$ cat src/rtl/vga_timing_pkg.sv
// Shared VGA timing constants and per-axis timing derivation.
package vga_timing_pkg;

  localparam int unsigned DEF_H_ACTIVE = 640;
  localparam int unsigned DEF_H_FP     = 16;
  localparam int unsigned DEF_H_SYNC   = 96;
  localparam int unsigned DEF_H_BP     = 48;
  localparam int unsigned DEF_V_ACTIVE = 480;
  localparam int unsigned DEF_V_FP     = 10;
  localparam int unsigned DEF_V_SYNC   = 2;
  localparam int unsigned DEF_V_BP     = 33;
  localparam int unsigned DEF_CW       = 10;

  typedef struct packed {
    int unsigned total;
    int unsigned sync_start;
    int unsigned sync_end;
  } axis_timing_t;

  function automatic axis_timing_t axis_timing(input int unsigned active,
                                               input int unsigned fp,
                                               input int unsigned sync,
                                               input int unsigned bp);
    axis_timing_t t;
    t.total      = active + fp + sync + bp;
    t.sync_start = active + fp;
    t.sync_end   = active + fp + sync - 1;
    return t;
  endfunction

endpackage

$ cat src/rtl/vga_axis_counter.sv
// One raster axis: wrapping position counter with registered wrap/sync flags
// decoded from the next count so they always match the count shown.
module vga_axis_counter
  import vga_timing_pkg::*;
#(
  parameter int unsigned ACTIVE = DEF_H_ACTIVE,
  parameter int unsigned FP     = DEF_H_FP,
  parameter int unsigned SYNC   = DEF_H_SYNC,
  parameter int unsigned BP     = DEF_H_BP,
  parameter logic        POL    = 1'b0,
  parameter int unsigned CW     = DEF_CW
) (
  input  logic          clk_25MHz,
  input  logic          rst_n,
  input  logic          step,
  output logic [CW-1:0] count,
  output logic          wrap,
  output logic          sync,
  output logic          active_c
);

  localparam axis_timing_t T = axis_timing(ACTIVE, FP, SYNC, BP);
  localparam logic [CW-1:0] LAST       = CW'(T.total - 1);
  localparam logic [CW-1:0] ACT_END    = CW'(ACTIVE);
  localparam logic [CW-1:0] SYNC_FIRST = CW'(T.sync_start);
  localparam logic [CW-1:0] SYNC_LAST  = CW'(T.sync_end);

  if (ACTIVE == 0 || FP == 0 || SYNC == 0 || BP == 0) begin : g_bad_field
    $error("vga_axis_counter: every timing field must be >= 1");
  end
  if ((64'd1 << CW) < 64'(T.total)) begin : g_cw_narrow
    $error("vga_axis_counter: CW too narrow for axis total");
  end

  logic [CW-1:0] count_nxt;
  logic          sync_nxt;

  always_comb begin
    count_nxt = count;
    if (step) count_nxt = (count == LAST) ? '0 : count + CW'(1);
  end

  assign sync_nxt = (count_nxt >= SYNC_FIRST) && (count_nxt <= SYNC_LAST);
  // Next-position active window, consumed by the parent's registered video_on.
  assign active_c = (count_nxt < ACT_END);

  always_ff @(posedge clk_25MHz or negedge rst_n) begin
    if (!rst_n) begin
      count <= LAST;
      wrap  <= 1'b1;
      sync  <= ~POL;
    end else begin
      count <= count_nxt;
      wrap  <= (count_nxt == LAST);
      sync  <= sync_nxt ? POL : ~POL;
    end
  end

endmodule

$ cat src/rtl/vga_timing_gen.sv
// VGA raster timing generator: horizontal and vertical axes, syncs,
// visible window and line/frame start strobes, all registered.
module vga_timing_gen
  import vga_timing_pkg::*;
#(
  parameter int unsigned H_ACTIVE   = DEF_H_ACTIVE,
  parameter int unsigned H_FP       = DEF_H_FP,
  parameter int unsigned H_SYNC     = DEF_H_SYNC,
  parameter int unsigned H_BP       = DEF_H_BP,
  parameter int unsigned V_ACTIVE   = DEF_V_ACTIVE,
  parameter int unsigned V_FP       = DEF_V_FP,
  parameter int unsigned V_SYNC     = DEF_V_SYNC,
  parameter int unsigned V_BP       = DEF_V_BP,
  parameter logic        H_SYNC_POL = 1'b0,
  parameter logic        V_SYNC_POL = 1'b0,
  parameter int unsigned CW         = DEF_CW
) (
  input  logic          clk_25MHz,
  input  logic          rst_n,
  input  logic          en,
  output logic [CW-1:0] h_count,
  output logic [CW-1:0] v_count,
  output logic          hsync,
  output logic          vsync,
  output logic          video_on,
  output logic          line_start,
  output logic          frame_start
);

  logic h_wrap;
  logic v_wrap;
  logic h_active_c;
  logic v_active_c;
  logic v_step_c;

  assign v_step_c = en & h_wrap;

  vga_axis_counter #(
    .ACTIVE(H_ACTIVE), .FP(H_FP), .SYNC(H_SYNC), .BP(H_BP),
    .POL(H_SYNC_POL), .CW(CW)
  ) u_h_axis (
    .clk_25MHz(clk_25MHz),
    .rst_n    (rst_n),
    .step     (en),
    .count    (h_count),
    .wrap     (h_wrap),
    .sync     (hsync),
    .active_c (h_active_c)
  );

  vga_axis_counter #(
    .ACTIVE(V_ACTIVE), .FP(V_FP), .SYNC(V_SYNC), .BP(V_BP),
    .POL(V_SYNC_POL), .CW(CW)
  ) u_v_axis (
    .clk_25MHz(clk_25MHz),
    .rst_n    (rst_n),
    .step     (v_step_c),
    .count    (v_count),
    .wrap     (v_wrap),
    .sync     (vsync),
    .active_c (v_active_c)
  );

  // Wrap flags mark the last position, so they predict a move to h=0 / (0,0).
  always_ff @(posedge clk_25MHz or negedge rst_n) begin
    if (!rst_n) begin
      video_on    <= 1'b0;
      line_start  <= 1'b0;
      frame_start <= 1'b0;
    end else if (en) begin
      video_on    <= h_active_c & v_active_c;
      line_start  <= h_wrap;
      frame_start <= h_wrap & v_wrap;
    end
  end

endmodule

$ cat config.mk
export PLATFORM = sky130hd
export DESIGN_NAME = vga_timing_gen
export DESIGN_NICKNAME = d
export VERILOG_FILES = /design/src/rtl/vga_timing_pkg.sv /design/src/rtl/vga_axis_counter.sv /design/src/rtl/vga_timing_gen.sv
export SDC_FILE = /design/constraint.sdc
export NUM_CORES = 1
export LEC_CHECK = 0
export ABC_AREA = 1
export BUFFER_PORTS_ARGS = -buffer_cell sky130_fd_sc_hd__buf_2
export CAP_MARGIN = 20
export CORE_AREA = 2 2 69 58
export CTS_BUF_LIST = sky130_fd_sc_hd__clkbuf_8
export CTS_CLUSTER_DIAMETER = 60
export DETAILED_ROUTE_END_ITERATION = 7
export DIE_AREA = 0 0 71 60
export PLACE_DENSITY = 0.67
export SYNTH_ARGS = -nofsm -noshare
export SYNTH_HDL_FRONTEND = slang
export SYNTH_SLANG_ARGS = --single-unit
$ cat constraint.sdc
create_clock -name clk_25MHz -period 2.45 [get_ports clk_25MHz]
set_input_delay 0.245 -clock clk_25MHz [delete_from_list [all_inputs] [get_ports clk_25MHz]]
set_output_delay 0.245 -clock clk_25MHz [all_outputs]
set_load 0.03 [all_outputs]
==> impl_metrics.yaml, run 1 <==
synthesis:
  yosys.area.top_type: "dfstp_2"
  ys_warn_count: 0
  yosys.cell_count.top_type: "nand2_1"
  synth_area_leaders: "dfstp_2 23%, dfrtp_1 20%, nand2_1 13%"
  synth_area_mm2: 0.001629
  synth-async-reset-ratio_pct: 100.0
  netlist_instances: 209
  synth_seq_area_share_pct: 42.55
  synth_common_cells: "56 x nand2_1, 36 x inv_1, 19 x nand3_1, 18 x nor2_1, 14 x dfstp_2"
  synth-edff-count: 0
  synth-seq-cells: 27
  synth_ff_type: "dfstp_2"
  syn_avg_cell_area_um2: 7.795
  synth_top_area_share_pct: 22.58
  yosysUniqueCellTypes: 28
  syn-num-nets: 215
die:
  coreArea_mm2: 0.003628
  start_util_pct: 44.90
  dieHeight_um: 60
  ios: 28
  dieArea_mm2: 0.004260
  fp-row-count: 20
  die_w_um: 71
timing:
  finalSetupViolations: 0
  whs_ps: 355.6
  skew_ps: 5.067
  finalCritPeriodShare_pct: 72.81
  min_period_ps: 1784
  slew_headroom_pct: 60.87
  worst_pin_slew_ps: 587.0
  setup_tns_ps: 0
  fmax_mhz: 560.6
  hold_viol: 0
  slew_viol_final: 0
  rsz0062_at_grt: "false"
setup_path:
  slowest_stage: "dfstp_2"
  r2r_end: "u_h_axis.wrap"
  critPathMostFrequentCell: "nand2_1"
  worstPathRequired_ps: 2660
  crit_path_max_fanout: 4
  rr_startpoint: "u_h_axis.count[0]"
  path_class: "register to register"
  rr_worst_depth: 9
  endpoint_kind: "register"
  path_delay_family: "simple AND/OR/NAND/NOR gates"
  cp.arrival_ps: 2000
  crit_chain: "ha_1, nand2_4, nor2_4, nand2_1, xor2_1, nand3_1, nor2_1, nand2_1, nor2_2"
  path_buf_inv: 0
  reg2reg_slack_ps: 670
  path_depth: 9
  worstSetupStartpointType: "register"
  max_stage_delay_ps: 590
hold_path:
  hp-class: "primary input to register"
  whs_endpoint: "u_h_axis.count[1]"
  min-delay-start: "en"
  hold_depth: 3
placement:
  dp.cells: 279
  postPlaceCellArea_mm2: 0.001808
  place_hpwl_mm: 2.558
  portBuffers: 27
  routabilityCongestion: 0.8227
routing:
  drtPass1Iterations: 4
  routed_wl_mm: 3.263
  drt-wirelength-per-cell_um: 11.49
  vias: 1334
  drc_errors: 0
  avgViaCountPerCell: 4.697
  ant_nets: 0
  drt_iter0_markers: 75
clocking:
  clockBufferDepth: 2
  post_cts_buffers: 0
  cts_made_buffers: 3
  clk_latency_ps: 270
  cts_tree: "done"
  clkSinkCount: 27
  htree_levels: 1
  clk_pin_slew_ps: 90
  cts-root-buf: "clkbuf_8"
power:
  powerDensity_mw_per_mm2: 695.3
  ir_drop_uv: 304.2
  p_leak_nw: 0.9917
global_routing:
  grt_max_degree: 28
  antenna_found_initial: 0
  track_usage_pct: 16.68
  grt.overflow.total: 0
  grt_pass1_vias: 1151
  grt_pass1_wl_mm: 5.471
finish:
  diodes: 0
  drive_gt1_share_pct: 30.83
  areaGrowthSynthToFinish_pct: 14.44
  fin_cells: 284
  nFillCells: 363
  fin_nets: 247
  design_area_mm2: 0.001864
run_status:
  status: "finished, final reports clean"
flow_run:
  maxCapViolCount: 0
==> through the flow <==
step | utilization (%) | setup WS (ps) | power (mW)
after floorplan | - | 752.8 | 0.9436
after global placement | 49.83 | 722.8 | 1.053
after detailed placement | 49.83 | 681.1 | 1.057
after CTS | 51.38 | 643.0 | 1.318
after global routing | 51.38 | 516.9 | 1.389
final | 51.38 | 666.1 | 1.296
==> how the worst max path moves through the flow <==
stage                    end  slack, ps              start
2_1_floorplan  u_h_axis.wrap        750  u_h_axis.count[0]
3_3_place_gp   u_h_axis.wrap        720  u_h_axis.count[0]
3_5_place_dp   u_h_axis.wrap        680  u_h_axis.count[0]
4_1_cts        u_h_axis.wrap        640  u_h_axis.count[0]
5_1_grt        u_h_axis.wrap        520  u_h_axis.count[0]
6_report       u_h_axis.wrap        670  u_h_axis.count[0]
==> where the power goes <==
part           leakage (nW)  internal (mW)  switching [mW]
sequential            0.297          0.533          0.0713
clock                0.0255          0.114           0.135
combinational         0.669          0.129           0.314
total                 0.992          0.776           0.520
==> kinds of logic after synthesis <==
kind of cell             synth area share [%]
buffers and inverters                   10.29
flip-flops                              42.55
AND/OR/NAND/NOR                         40.40
adder cells (fa/ha/maj)                 2.304
AO/OA/AOI/OAI                           1.766
XOR/XNOR                                2.688
==> routing by layer <==
metal | global-route usage [%] | vias up | share of wire, %
met3 | 3.710 | 2 | 4.1
met4 | 3.235 | 0 | 0.52
met1 | 26.11 | 596 | 53
met5 | 0 | - | 0
met2 | 23.50 | 27 | 43
li1 | - | 709 | -
==> what timing repair did <==
action / CTS / global route
hold endpoints to repair: 13 / 0
hold buffers: 1 / 0
gates resized for setup: 0 / 0
==> sequential cells by signal, indices dropped and copies added (netlist names) <==
name,cells
u_v_axis.wrap,1
u_h_axis.wrap,1
u_h_axis.count,10
u_v_axis.sync,1
u_v_axis.count,10
line_start,1
frame_start,1
u_h_axis.sync,1
video_on,1
==> cells in the final DEF (no fill, tap or decap), drive strengths merged <==
master | netlist | routed
dlygate4sd3 | 0 | 1
buf | 1 | 27
o21ai | 4 | 4
nand3b | 1 | 1
xor2 | 5 | 5
ha | 3 | 3
nor3b | 1 | 1
nand2 | 63 | 63
nor2 | 26 | 26
inv | 41 | 41
nand3 | 23 | 23
nand4 | 6 | 6
nor3 | 5 | 5
or2 | 2 | 2
dfrtp | 13 | 13
clkbuf | 0 | 3
a22o | 1 | 1
dfstp | 14 | 14
clkinv | 0 | 1
==> layout make-up <==
| cell class | instances | area, um2 | share of cell area (%) |
|---|---|---|---|
| Clock buffer | 3 | 41.29 | 2.215 |
| Clock inverter | 1 | 5.005 | 0.2685 |
| Inverter | 41 | 156.4 | 8.389 |
| Multi-Input combinational cell | 140 | 768.2 | 41.21 |
| Sequential cell | 27 | 693.2 | 37.18 |
| Tap cell | 44 | 55.05 | 2.953 |
| Timing Repair Buffer | 28 | 145.1 | 7.785 |
==> worst register-to-register path, cell delays in order, from the launching register on <==
cell and delay (ps):
dfstp_2 590, ha_1 220, nand2_4 80, nor2_4 140, nand2_1 80, xor2_1 240
nand3_1 110, nor2_1 120, nand2_1 70, nor2_2 70
Power figures use the tool's default switching activity.
==> run 2, diff against run 1 <==
ABC_AREA = 0   (was 1)
CORE_AREA = 2 2 72 60   (was 2 2 69 58)
DIE_AREA = 0 0 74 62   (was 0 0 71 60)
PLACE_DENSITY = 0.71   (was 0.67)
clock period = 1.5 ns   (was 2.45 ns; I/O delays follow)
==> impl_metrics.yaml, run 2 <==
die:
  fp-row-count: 21
  dieHeight_um: 62
  ios: 28
  dieArea_mm2: 0.004588
  coreArea_mm2: 0.003968
  start_util_pct: 45.63
  die_w_um: 74
finish:
  layout_common_cells: "63 x buf_4, 27 x buf_2, 14 x nand2_1, 14 x dfstp_2, 12 x nor2_1"
  areaGrowthSynthToFinish_pct: 50.10
  final_common_cell: "buf_4"
  multi_input_area_mm2: 0.001202
  fin_nets: 287
  top_regs: "u_h_axis.count: 10 flops, u_v_axis.count: 10 flops"
  seq_area_um2: 696.9
  drive_gt1_share_pct: 56.79
  design_area_mm2: 0.002718
  diodes: 0
  utilization_pct: 68.50
  nFillCells: 295
routing:
  drt-wirelength-per-cell_um: 15.80
  vias: 1810
  avgViaCountPerCell: 5.371
  drtPass1Iterations: 4
  drc_errors: 0
  drt_iter0_markers: 195
  routed_wl_mm: 5.324
  ant_nets: 0
timing:
  rsz0062_at_grt: "true"
  slew_headroom_pct: 60.44
  min_period_ps: 1862
  slew_viol_final: 0
  finalSetupViolations: 16
  setup_tns_ps: -2393
  finalCritPeriodShare_pct: 124.2
  skew_ps: 3.380
  hold_viol: 0
  worst_pin_slew_ps: 593.4
  fmax_mhz: 536.9
  setup_ws_ps: -362.5
synthesis:
  yosys.cell_count.top_type: "nor2_1"
  netlist_instances: 195
  synth_ff_type: "dfstp_2"
  synth-edff-count: 0
  yosys.area.top_type: "dfstp_2"
  synth_top_area_share_pct: 20.32
  yosysUniqueCellTypes: 54
  synth.area.mux_share_pct: 1.106
  synth_common_cells: "18 x nor2_1, 16 x nand2_1, 14 x dfstp_2, 13 x dfrtp_1, 11 x xnor2_1"
  synth_xor_area_share_pct: 9.191
  ys_warn_count: 0
  synthAdderAreaFrac_pct: 2.073
  synth-async-reset-ratio_pct: 100.0
  synth_seq_area_share_pct: 38.29
  synth_top_family_by_area: "simple AND/OR/NAND/NOR gates"
  synth_area_mm2: 0.001810
  syn_avg_cell_area_um2: 9.285
  synthSimpleGateAreaFrac_pct: 29.99
  synth_compound_area_share_pct: 12.99
  synth_area_leaders: "dfstp_2 20%, dfrtp_1 18%, xnor2_1 5.3%"
  synth-seq-cells: 27
  syn-num-nets: 201
setup_path:
  crit_path_max_fanout: 4
  worstPathRequired_ps: 1710
  worstSetupStartpointType: "register"
  endpoint_kind: "register"
  slowest_stage: "dfstp_2"
  path_class: "register to register"
  crit_chain: "ha_4, and3_4, and4_4, mux2i_1, a22oi_1, or3_1"
  max_stage_delay_ps: 570
  cp.arrival_ps: 2070
clocking:
  clk_pin_slew_ps: 90
  clk_latency_ps: 280
  clockBufferDepth: 2
  clkSinkCount: 27
  htree_levels: 1
  cts-root-buf: "clkbuf_8"
  cts_tree: "done"
  cts_made_buffers: 3
flow_run:
  maxCapViolCount: 0
placement:
  portBuffers: 27
  postPlaceCellArea_mm2: 0.002500
  routabilityCongestion: 0.8952
  place_hpwl_mm: 3.815
run_status:
  violations: "setup timing"
  status: "finished, violations left"
power:
  finalPower_mw: 2.438
  p_leak_nw: 1.243
  powerDensity_mw_per_mm2: 897.2
  ir_drop_uv: 542.9
global_routing:
  antenna_found_initial: 0
  grt_max_degree: 28
  grt.overflow.total: 0
  grt_pass1_wl_mm: 8.286
  track_usage_pct: 24.07
  grt_pass1_vias: 1663
hold_path:
  hp-class: "primary input to register"
-- run 2: cell families after synthesis --
group / after synthesis
xor gates and xnor gates: 19
adders and majority gates: 3
muxes: 2
and+or+nand+nor: 88
AOI/OAI and AO/OA: 32
DFF: 27
buffers and inverters: 24
-- run 2: metrics by stage --
step                worst slack (ps)  instances  hold slack [ps]
floorplan                     -476.2        195           -145.6
global placement              -299.6        328            194.0
detailed placement            -369.7        328            197.8
CTS                           -358.6        335            389.8
global route                  -457.8        337            397.8
finish                        -362.5        337            392.9
-- run 2: cell type report --
cell class	count	area share (%)
multi-input cells	144	44.24
flip-flops and latches	27	25.64
repair buffers	95	24.40
well taps	57	2.624
clock buffers	3	1.519
inverters	10	1.381
clock inverters	1	0.1842
-- run 2: final timing paths --
| check | startpoint | end | slack (ps) | cells past startpoint |
|---|---|---|---|---|
| min in group asynchronous | rst_n | u_v_axis.count[4] | 400 | 2 |
| max in group asynchronous | rst_n | u_v_axis.count[6] | 680 | 2 |
| hold reg to reg | line_start | line_start | 520 | 2 |
| setup reg to reg | u_h_axis.count[1] | u_h_axis.sync | -360 | 6 |
| hold / removal | en | u_h_axis.count[0] | 390 | 4 |
| setup / recovery | u_h_axis.count[1] | u_h_axis.sync | -360 | 6 |
-- run 2: repair_timing --
item | CTS | global route
gates resized for setup | 15 | 14
hold buffers | 1 | 0
endpoints found under the setup margin | 17 | 18
cloned | 0 | 0
pin swaps | 8 | 6
hold endpoints to repair | 13 | 0
buffers inserted | 3 | 2
-- run 2: metal layers --
layer | GRT usage, % | wire length [um] | vias to the layer above
met5 | 0 | 0 | -
met4 | 4.156 | 55 | 0
met3 | 4.839 | 265 | 7
met2 | 36.22 | 2495 | 59
met1 | 36.35 | 2508 | 869
li1 | - | - | 875
-- run 2: where the power goes --
group          switching (mW)  leakage [nW]  internal (mW)
Clock                   0.240        0.0255          0.187
Sequential              0.111         0.319          0.843
Combinational           0.550         0.898          0.507
Total                   0.901          1.24           1.54
-- run 2: worst max-delay path, delay by kind of cell (launching register included) --
family / cells / cell delay [ps]
DFF: 1 / 570
AOI/OAI and AO/OA: 1 / 110
adders and majority gates: 1 / 160
muxes: 1 / 210
and+or+nand+nor: 3 / 740
==> run 3, diff against run 2 <==
CORE_AREA = 2 2 54 81   (was 2 2 72 60)
DIE_AREA = 0 0 56 83   (was 0 0 74 62)
PLACE_DENSITY = 0.69   (was 0.71)
==> impl_metrics.yaml, run 3 (same netlist as run 2, synthesis figures left out) <==
run_status:
  status: "finished, violations left"
  violations: "setup timing"
die:
  fp-row-count: 28
  start_util_pct: 46.14
  dieArea_mm2: 0.004648
  die_w_um: 56
  dieHeight_um: 83
  coreArea_mm2: 0.003924
  ios: 28
timing:
  slew_headroom_pct: 58.30
  min_period_ps: 1839
  whs_ps: 377.6
  setup_ws_ps: -339.0
  finalCritPeriodShare_pct: 122.6
  finalSetupViolations: 19
  fmax_mhz: 543.8
  hold_viol: 0
  slew_viol_final: 0
  skew_ps: 5.790
  rsz0062_at_grt: "true"
  worst_pin_slew_ps: 625.6
global_routing:
  grt_max_degree: 28
  grt.overflow.total: 0
  grt_pass1_vias: 1787
  grt_pass1_wl_mm: 8.328
  track_usage_pct: 22.36
  antenna_found_initial: 0
clocking:
  cts_tree: "done"
  clkSinkCount: 27
  cts-root-buf: "clkbuf_8"
  clockBufferDepth: 2
  clk_latency_ps: 280
  cts_made_buffers: 3
  clk_pin_slew_ps: 100
  htree_levels: 1
setup_path:
  crit_path_max_fanout: 4
  worstPathRequired_ps: 1710
  slowest_stage: "dfstp_2"
  max_stage_delay_ps: 580
  path_delay_family: "simple AND/OR/NAND/NOR gates"
  path_buf_inv: 0
  path_class: "register to register"
  endpoint_kind: "register"
  cp.arrival_ps: 2050
  crit_chain: "ha_4, and3_4, and4_4, mux2i_1, a22oi_1, or3_1"
  worstSetupStartpointType: "register"
power:
  finalPower_mw: 2.416
  p_leak_nw: 1.257
  switchingPower_mw: 0.8617
  ir_drop_uv: 721.4
  powerDensity_mw_per_mm2: 898.5
  intPower_mw: 1.554
  clkPwrFrac_pct: 17.4
  p_comb_share_pct: 43.4
  sw_frac_of_total_pct: 35.67
  p_seq_share_pct: 39.2
routing:
  drt-wirelength-per-cell_um: 15.42
  vias: 1816
  drtPass1Iterations: 4
  drt_iter0_markers: 56
  routed_wl_mm: 5.042
  ant_nets: 0
  avgViaCountPerCell: 5.554
  drc_errors: 0
finish:
  layout_common_cells: "64 x buf_4, 27 x buf_2, 14 x dfstp_2"
  top_regs: "u_h_axis.count: 10 flops, u_v_axis.count: 10 flops"
  diodes: 0
  final_common_cell: "buf_4"
  areaGrowthSynthToFinish_pct: 48.51
  fin_nets: 289
  drive_gt1_share_pct: 55.32
placement:
  portBuffers: 27
  routabilityCongestion: 0.8754
  place_hpwl_mm: 3.797
flow_run:
  maxCapViolCount: 0
hold_path:
  hp-class: "primary input to register"
[run 3: changes by cell type in the layout (fill, tap and decap cells not counted), sizes merged]
| cell | previous run | this run |
|---|---|---|
| buf | 94 | 96 |
[run 3: repair_timing]
action / in CTS / in global routing
resized for setup: 13 / 12
endpoints found under the hold margin: 13 / 0
hold buffers: 1 / 0
setup endpoints to repair: 18 / 20
pin swaps: 6 / 5
buffers inserted: 2 / 3
[run 3: worst paths after layout]
check,cells after the start,from,to,slack (ps)
min in group asynchronous,2,rst_n,line_start,420
setup / recovery,6,u_h_axis.count[1],u_h_axis.sync,-340
max in group asynchronous,2,rst_n,u_v_axis.count[1],640
hold reg to reg,2,line_start,line_start,540
hold / removal,4,en,u_h_axis.count[1],380
setup reg to reg,6,u_h_axis.count[1],u_h_axis.sync,-340
[run 3: through the flow]
stage          TNS (ps)  util [%]  area (um2)  worst slack, ps  cells
3_5_place_dp      -2186     63.52        2492           -387.0    317
5_1_grt           -4355     68.53        2689           -429.4    327
2_1_floorplan     -1976         -        1921           -476.2    195
4_1_cts           -1966     66.36        2604           -334.5    324
3_3_place_gp      -1760     63.52        2492           -310.0    317
6_report          -2562     68.53        2689           -339.0    327
[run 3: cell type report]
cell class	instances	area, um2
clock inverters	1	5.005
fillers	323	1235
clock buffers	3	41.29
repair buffers	97	681.9
inverters	10	37.54
multi-input cells	144	1170
flip-flops and latches	27	696.9
well taps	45	56.30
[run 3: power by group through the flow]
stage / registers [mW] / logic [mW] / clock network, mW
2_1_floorplan: 1.09 / 0.407 / 0
3_3_place_gp: 0.949 / 0.950 / 0
3_5_place_dp: 0.955 / 0.970 / 0
4_1_cts: 0.949 / 1.02 / 0.438
5_1_grt: 0.960 / 1.12 / 0.465
6_report: 0.947 / 1.05 / 0.420
[run 3: tightest hold or removal path: cells and delay by family]
family,cells,cell delay [ps]
AND/OR/NAND/NOR,1,60
buffers and inverters,2,380
AO/OA/AOI/OAI,1,70
[run 3: metal layers]
metal / vias to the layer above / global-route usage (%) / share of wire [%]
met5: - / 0 / 0
met4: 0 / 11.04 / 3.2
met3: 17 / 2.025 / 2.8
met2: 52 / 40.11 / 54
met1: 871 / 25.89 / 40
li1: 876 / - / -
